**src/rtl/fetch_queue.sv**
```systemverilog
`default_nettype none
// ============================================================================
// Module      : fetch_queue
// Description : Circular instruction queue between fetch and decode. Accepts
//               one 32-bit instruction pair per cycle, presents the two
//               oldest 16-bit entries with their PC and PC+1, and lets decode
//               retire 0..2 entries per cycle. Branch flush discards contents.
//               Optional macro FETCH_QUEUE_PERF_EN adds a saturating stall
//               counter output.
// Revision    : 1.0 - initial release
// ============================================================================
module fetch_queue #(
    parameter int DEPTH = 8
) (
    input  logic                       clk,
    input  logic                       rst_n,
    input  logic                       i_push_valid,
    input  logic [31:0]                i_push_inst,
    input  logic [15:0]                i_push_pc,
    output logic                       o_push_ready,
    input  logic [1:0]                 i_pop_req,
    input  logic                       i_flush,
    output logic                       o_out0_valid,
    output logic                       o_out1_valid,
    output logic [15:0]                o_out0_inst,
    output logic [15:0]                o_out1_inst,
    output logic [15:0]                o_out0_pc,
    output logic [15:0]                o_out1_pc,
    output logic [15:0]                o_out0_pc_plus1,
    output logic [15:0]                o_out1_pc_plus1,
`ifdef FETCH_QUEUE_PERF_EN
    output logic [15:0]                o_stall_count,
`endif
    output logic [$clog2(DEPTH):0]     o_count
);

    localparam int AW = $clog2(DEPTH);
    localparam int CW = AW + 1;
    localparam logic [CW-1:0] c_READY_MAX = CW'(DEPTH - 2);

    // Each entry is {pc, inst}
    logic [31:0]   r_mem [DEPTH];
    logic [AW-1:0] r_head;
    logic [AW-1:0] r_tail;
    logic [CW-1:0] r_count;

    logic          w_push;
    logic [1:0]    w_pop_req;
    logic [1:0]    w_pops;
    logic [AW-1:0] w_tail1;
    logic [AW-1:0] w_head1;
    logic [15:0]   w_push_pc1;
    logic [31:0]   w_ent0;
    logic [31:0]   w_ent1;

    // Ready depends only on registered occupancy: room for a full pair
    assign o_push_ready = (r_count <= c_READY_MAX);
    assign w_push       = i_push_valid && o_push_ready && !i_flush;
    assign w_tail1      = r_tail + AW'(1);
    assign w_head1      = r_head + AW'(1);
    assign w_push_pc1   = i_push_pc + 16'd1;

    // Clip the pop request to 2 and then to what is actually held
    always_comb begin
        w_pop_req = (i_pop_req == 2'd3) ? 2'd2 : i_pop_req;
        w_pops    = w_pop_req;
        if (r_count < CW'(w_pop_req)) begin
            w_pops = r_count[1:0];
        end
    end

    // Pointer and occupancy update; flush overrides push and pop
    always_ff @(posedge clk or negedge rst_n) begin
        if (!rst_n) begin
            r_head  <= '0;
            r_tail  <= '0;
            r_count <= '0;
        end else if (i_flush) begin
            r_head  <= '0;
            r_tail  <= '0;
            r_count <= '0;
        end else begin
            r_head  <= r_head + AW'(w_pops);
            if (w_push) begin
                r_tail <= r_tail + AW'(2);
            end
            r_count <= r_count + (w_push ? CW'(2) : CW'(0)) - CW'(w_pops);
        end
    end

    // Entry storage is written only on push and carries no reset
    always_ff @(posedge clk) begin
        if (w_push) begin
            r_mem[r_tail]  <= {i_push_pc, i_push_inst[15:0]};
            r_mem[w_tail1] <= {w_push_pc1, i_push_inst[31:16]};
        end
    end

`ifdef FETCH_QUEUE_PERF_EN
    logic [15:0] r_stall_count;

    // Count cycles where fetch offered a pair but the queue was full
    always_ff @(posedge clk or negedge rst_n) begin
        if (!rst_n) begin
            r_stall_count <= '0;
        end else if (i_push_valid && !o_push_ready && !i_flush &&
                     (r_stall_count != 16'hFFFF)) begin
            r_stall_count <= r_stall_count + 16'd1;
        end
    end

    assign o_stall_count = r_stall_count;
`endif

    assign w_ent0       = r_mem[r_head];
    assign w_ent1       = r_mem[w_head1];
    assign o_out0_valid = (r_count != '0);
    assign o_out1_valid = (r_count > CW'(1));
    assign o_count      = r_count;

    // Head outputs read zero whenever the slot is not occupied
    always_comb begin
        o_out0_inst     = 16'h0000;
        o_out0_pc       = 16'h0000;
        o_out0_pc_plus1 = 16'h0000;
        o_out1_inst     = 16'h0000;
        o_out1_pc       = 16'h0000;
        o_out1_pc_plus1 = 16'h0000;
        if (o_out0_valid) begin
            o_out0_inst     = w_ent0[15:0];
            o_out0_pc       = w_ent0[31:16];
            o_out0_pc_plus1 = w_ent0[31:16] + 16'd1;
        end
        if (o_out1_valid) begin
            o_out1_inst     = w_ent1[15:0];
            o_out1_pc       = w_ent1[31:16];
            o_out1_pc_plus1 = w_ent1[31:16] + 16'd1;
        end
    end

endmodule
`default_nettype wire

```
**config.mk**
```make
export PLATFORM = sky130hd
export DESIGN_NAME = fetch_queue
export DESIGN_NICKNAME = d
export VERILOG_FILES = /design/src/rtl/fetch_queue.sv
export SDC_FILE = /design/constraint.sdc
export NUM_CORES = 1
export LEC_CHECK = 0
export CAP_MARGIN = 0
export CELL_PAD_IN_SITES_DETAIL_PLACEMENT = 1
export CELL_PAD_IN_SITES_GLOBAL_PLACEMENT = 1
export CORE_MARGIN = 2
export CORE_UTILIZATION = 35
export CTS_BUF_LIST = sky130_fd_sc_hd__clkbuf_4 sky130_fd_sc_hd__clkbuf_8
export DETAILED_ROUTE_END_ITERATION = 12
export PLACE_DENSITY = 0.67
export SYNTH_ARGS = -nofsm -noshare
export SYNTH_HDL_FRONTEND = slang
export SYNTH_SLANG_ARGS = --single-unit
```
**constraint.sdc**
```tcl
create_clock -name clk -period 8.2 [get_ports clk]
set_input_delay 0.82 -clock clk [delete_from_list [all_inputs] [get_ports clk]]
set_output_delay 0.82 -clock clk [all_outputs]
set_load 0.005 [all_outputs]
```
==> impl_metrics.py <==
metrics = {
    "clock_tree": {
        "holdBufCountCts": 0,
        "cts-root-buf": "clkbuf_8",
        "h-tree-depth": 2,
        "cts_setup_buffers": 0,
        "ctsResizeCount": 0,
        "clk_path_buf_depth": 3,
        "clkTransAtPathRegs_ps": 60,
        "cts_buffers": 46,
        "cts_tree": "built",
        "clk_latency_ps": 570,
        "numClockSinks": 265,
    },
    "sta": {
        "setup_viol": 0,
        "fin_setup_tns_ps": 0,
        "rsz0062_at_grt": "false",
        "finalMaxSlewViolations": 0,
        "fin_crit_ps": 5875,
        "hold_viol": 0,
        "worstMarginPinSlew_ps": 1034,
        "fin_ws_ps": 2325,
        "maxSlewHeadroom_pct": 31.08,
        "fin_skew_ps": 9.282,
        "fmaxAchievable_ghz": 0.1702,
        "timing.final.crit_share_pct": 71.65,
    },
    "floorplanning": {
        "core_mm2": 0.04317,
        "start_util_pct": 35.59,
        "ioPinCount": 157,
        "die_x_um": 213.5,
        "fp-row-count": 76,
        "dieArea_mm2": 0.04560,
        "die_y_um": 213.5,
    },
    "power_and_ir_drop": {
        "p_comb_share_pct": 51.8,
        "p_sw_w": 0.002228,
        "p_leak_nw": 6.173,
        "switching_share_pct": 36.14,
        "seqPwrFrac_pct": 27.6,
        "total_power_w": 0.006166,
        "intPower_w": 0.003937,
        "p_per_area_mw_per_mm2": 337.9,
        "p_clk_share_pct": 20.6,
        "vdd_drop_max_mv": 0.1686,
    },
    "synthesis": {
        "synth_cells": 1212,
        "syn_area_per_cell_um2": 12.68,
        "yosys_warnings": 0,
        "synth-seq-cells": 265,
        "netlist_area_mm2": 0.01537,
        "post_synth_num_cell_types": 57,
        "dominantRegCellSynth": "edfxtp_1",
        "synthArstFlopShare_pct": 3.396,
        "syn_nets": 1284,
        "synth-seq-area-share_pct": 51.49,
        "synth_edf_count": 256,
    },
    "worst_setup_path": {
        "endpoint_kind": "primary output",
        "crit_path_frequent_cell": "buf_4",
        "crit_path_start_kind": "flop",
        "critPathTopFamily": "buffers and inverters",
        "cp_slowest_cell": "buf_4",
        "path_class": "flop to primary output",
        "slowest_delay_ps": 830,
        "worst-path-buf-inv": 3,
        "path_cells": "buf_4 -> buf_4 -> mux4_2 -> mux2i_1 -> a211oi_4 -> nor3b_2 -> nor2b_2 -> mux2_4 -> clkdlybuf4s50_1",
        "crit_fanout": 56,
        "cp_data_required_time_ps": 7380,
        "worstPathArrival_ps": 5050,
    },
    "detailed_routing": {
        "drtPass1Iterations": 5,
        "route.detailed.drc": 0,
        "ant_nets": 0,
        "routed_wl_um": 44590,
        "vias_per_cell": 5.320,
        "wl_per_cell_um": 22.96,
        "drt_iter0_markers": 668,
        "vias": 10332,
    },
    "global_routing": {
        "grt_pass1_vias": 11161,
        "grt_use_total_pct": 19.92,
        "grt_first_pass_wirelength_um": 67570,
        "overflow": 0,
        "grt_max_degree": 57,
        "antenna_found_initial": 3,
    },
    "place": {
        "pre_cts_ws_ps": 2832,
        "hpwl_um": 29070,
        "globalplace.congestion": 0.7753,
        "dp_cells": 1857,
        "portBuffers": 156,
    },
    "layout": {
        "nNetsFinal": 1392,
        "drive_gt1_share_pct": 18.58,
        "post-route-util_pct": 42.26,
        "finalNonFillerCells": 1942,
        "areaGrowthSynthToFinish_pct": 18.74,
    },
    "hold_path": {
        "min_path_type": "primary input to async pin",
    },
    "job": {
        "cap_viol_max_count": 0,
    },
    "outcome": {
        "status": "finished, final reports clean",
    },
}
final timing paths:
path                             from             endpoint  slack, ps  cells past startpoint
min in group clk            r_tail[2]            r_tail[2]        630                      2
hold / removal                  rst_n            r_tail[2]        590                      1
hold reg to reg             r_tail[2]            r_tail[2]        630                      2
setup reg to reg           o_count[3]         r_mem[5][30]       4750                     11
setup / recovery            r_head[0]  o_out0_pc_plus1[14]       2330                      9
max in group asynchronous       rst_n            r_head[1]       7210                      1
synth_stat cells, types with 13 or more instances:
cell type    n  area share (%)
ha_1        15             1.2
edfxtp_1   256              50
mux4_2     123              18
nand3_1     14            0.46
inv_1       22            0.54
nor2_1      77             1.9
nand2_1    322             7.9
a21oi_1     22            0.72
nand4_1     13            0.53
mux2i_1     55             3.6
xnor2_1     74             4.2
buf_2       21            0.68
clkbuf_1    76             1.9
cell families after synthesis:
kind of cell	share of synthesized area, %
and+or+nand+nor	12.97
buffers and inverters	4.348
muxes	22.78
AOI/OAI and AO/OA	1.954
xor gates and xnor gates	4.845
adders and majority gates	1.612
DFF	51.49
state kept, by name (all words and copies together), names as in the netlist:
signal   flops
o_count      4
r_head       3
r_mem      256
r_tail       2
metal layers:
layer  track usage (%)  up-vias  routed length (um)
li1                  -     4604                   -
met1             25.65     5403               18860
met2             34.73      238               22600
met3             3.105       83                2022
met4             5.963        4                1075
met5                 0        -                  32
layout by cell type, fill, tap and decap left out, types with 4 or more instances in the layout:
master / netlist / final
nand4_1: 13 / 13
inv_1: 22 / 18
and3_1: 8 / 8
nor3_1: 4 / 4
xor2_1: 6 / 6
edfxtp_1: 256 / 256
nand2_1: 322 / 322
mux2i_1: 55 / 55
nor2_1: 77 / 76
nand3_1: 14 / 14
ha_1: 15 / 14
nor2b_1: 7 / 6
xnor2_1: 74 / 74
and2_1: 9 / 8
a21oi_1: 22 / 22
buf_4: 6 / 21
mux4_2: 123 / 123
clkinv_1: 0 / 8
o21ai_1: 5 / 5
mux2_2: 5 / 5
dfrtp_1: 9 / 6
clkbuf_4: 0 / 15
clkinv_2: 0 / 9
clkdlybuf4s50_1: 0 / 156
nand2b_1: 4 / 4
clkbuf_8: 0 / 50
metrics by stage:
step           hold WS [ps]  instance area [um^2]
2_1_floorplan         524.4                 15370
3_3_place_gp          609.2                 17280
3_5_place_dp          622.4                 17280
4_1_cts               578.6                 18240
5_1_grt               611.9                 18250
6_report              593.8                 18250
area by class of cell:
cell class / count / area [um^2]
inverters: 22 / 83.83
clock inverters: 19 / 160.2
clock buffers: 65 / 800.8
well taps: 585 / 732.0
repair buffers: 177 / 1719
diodes: 1 / 2.502
multi-input cells: 808 / 6825
fillers: 4539 / 24930
flip-flops and latches: 265 / 7921
power by group through the flow:
stage	clock network (W)	registers [W]	logic, W
finish	0.00127	0.00170	0.00320
detailed placement	0	0.00173	0.00324
global route	0.00135	0.00172	0.00346
CTS	0.00129	0.00170	0.00325
floorplan	0	0.00166	0.00188
global placement	0	0.00172	0.00321
Power figures use the tool's default switching activity.
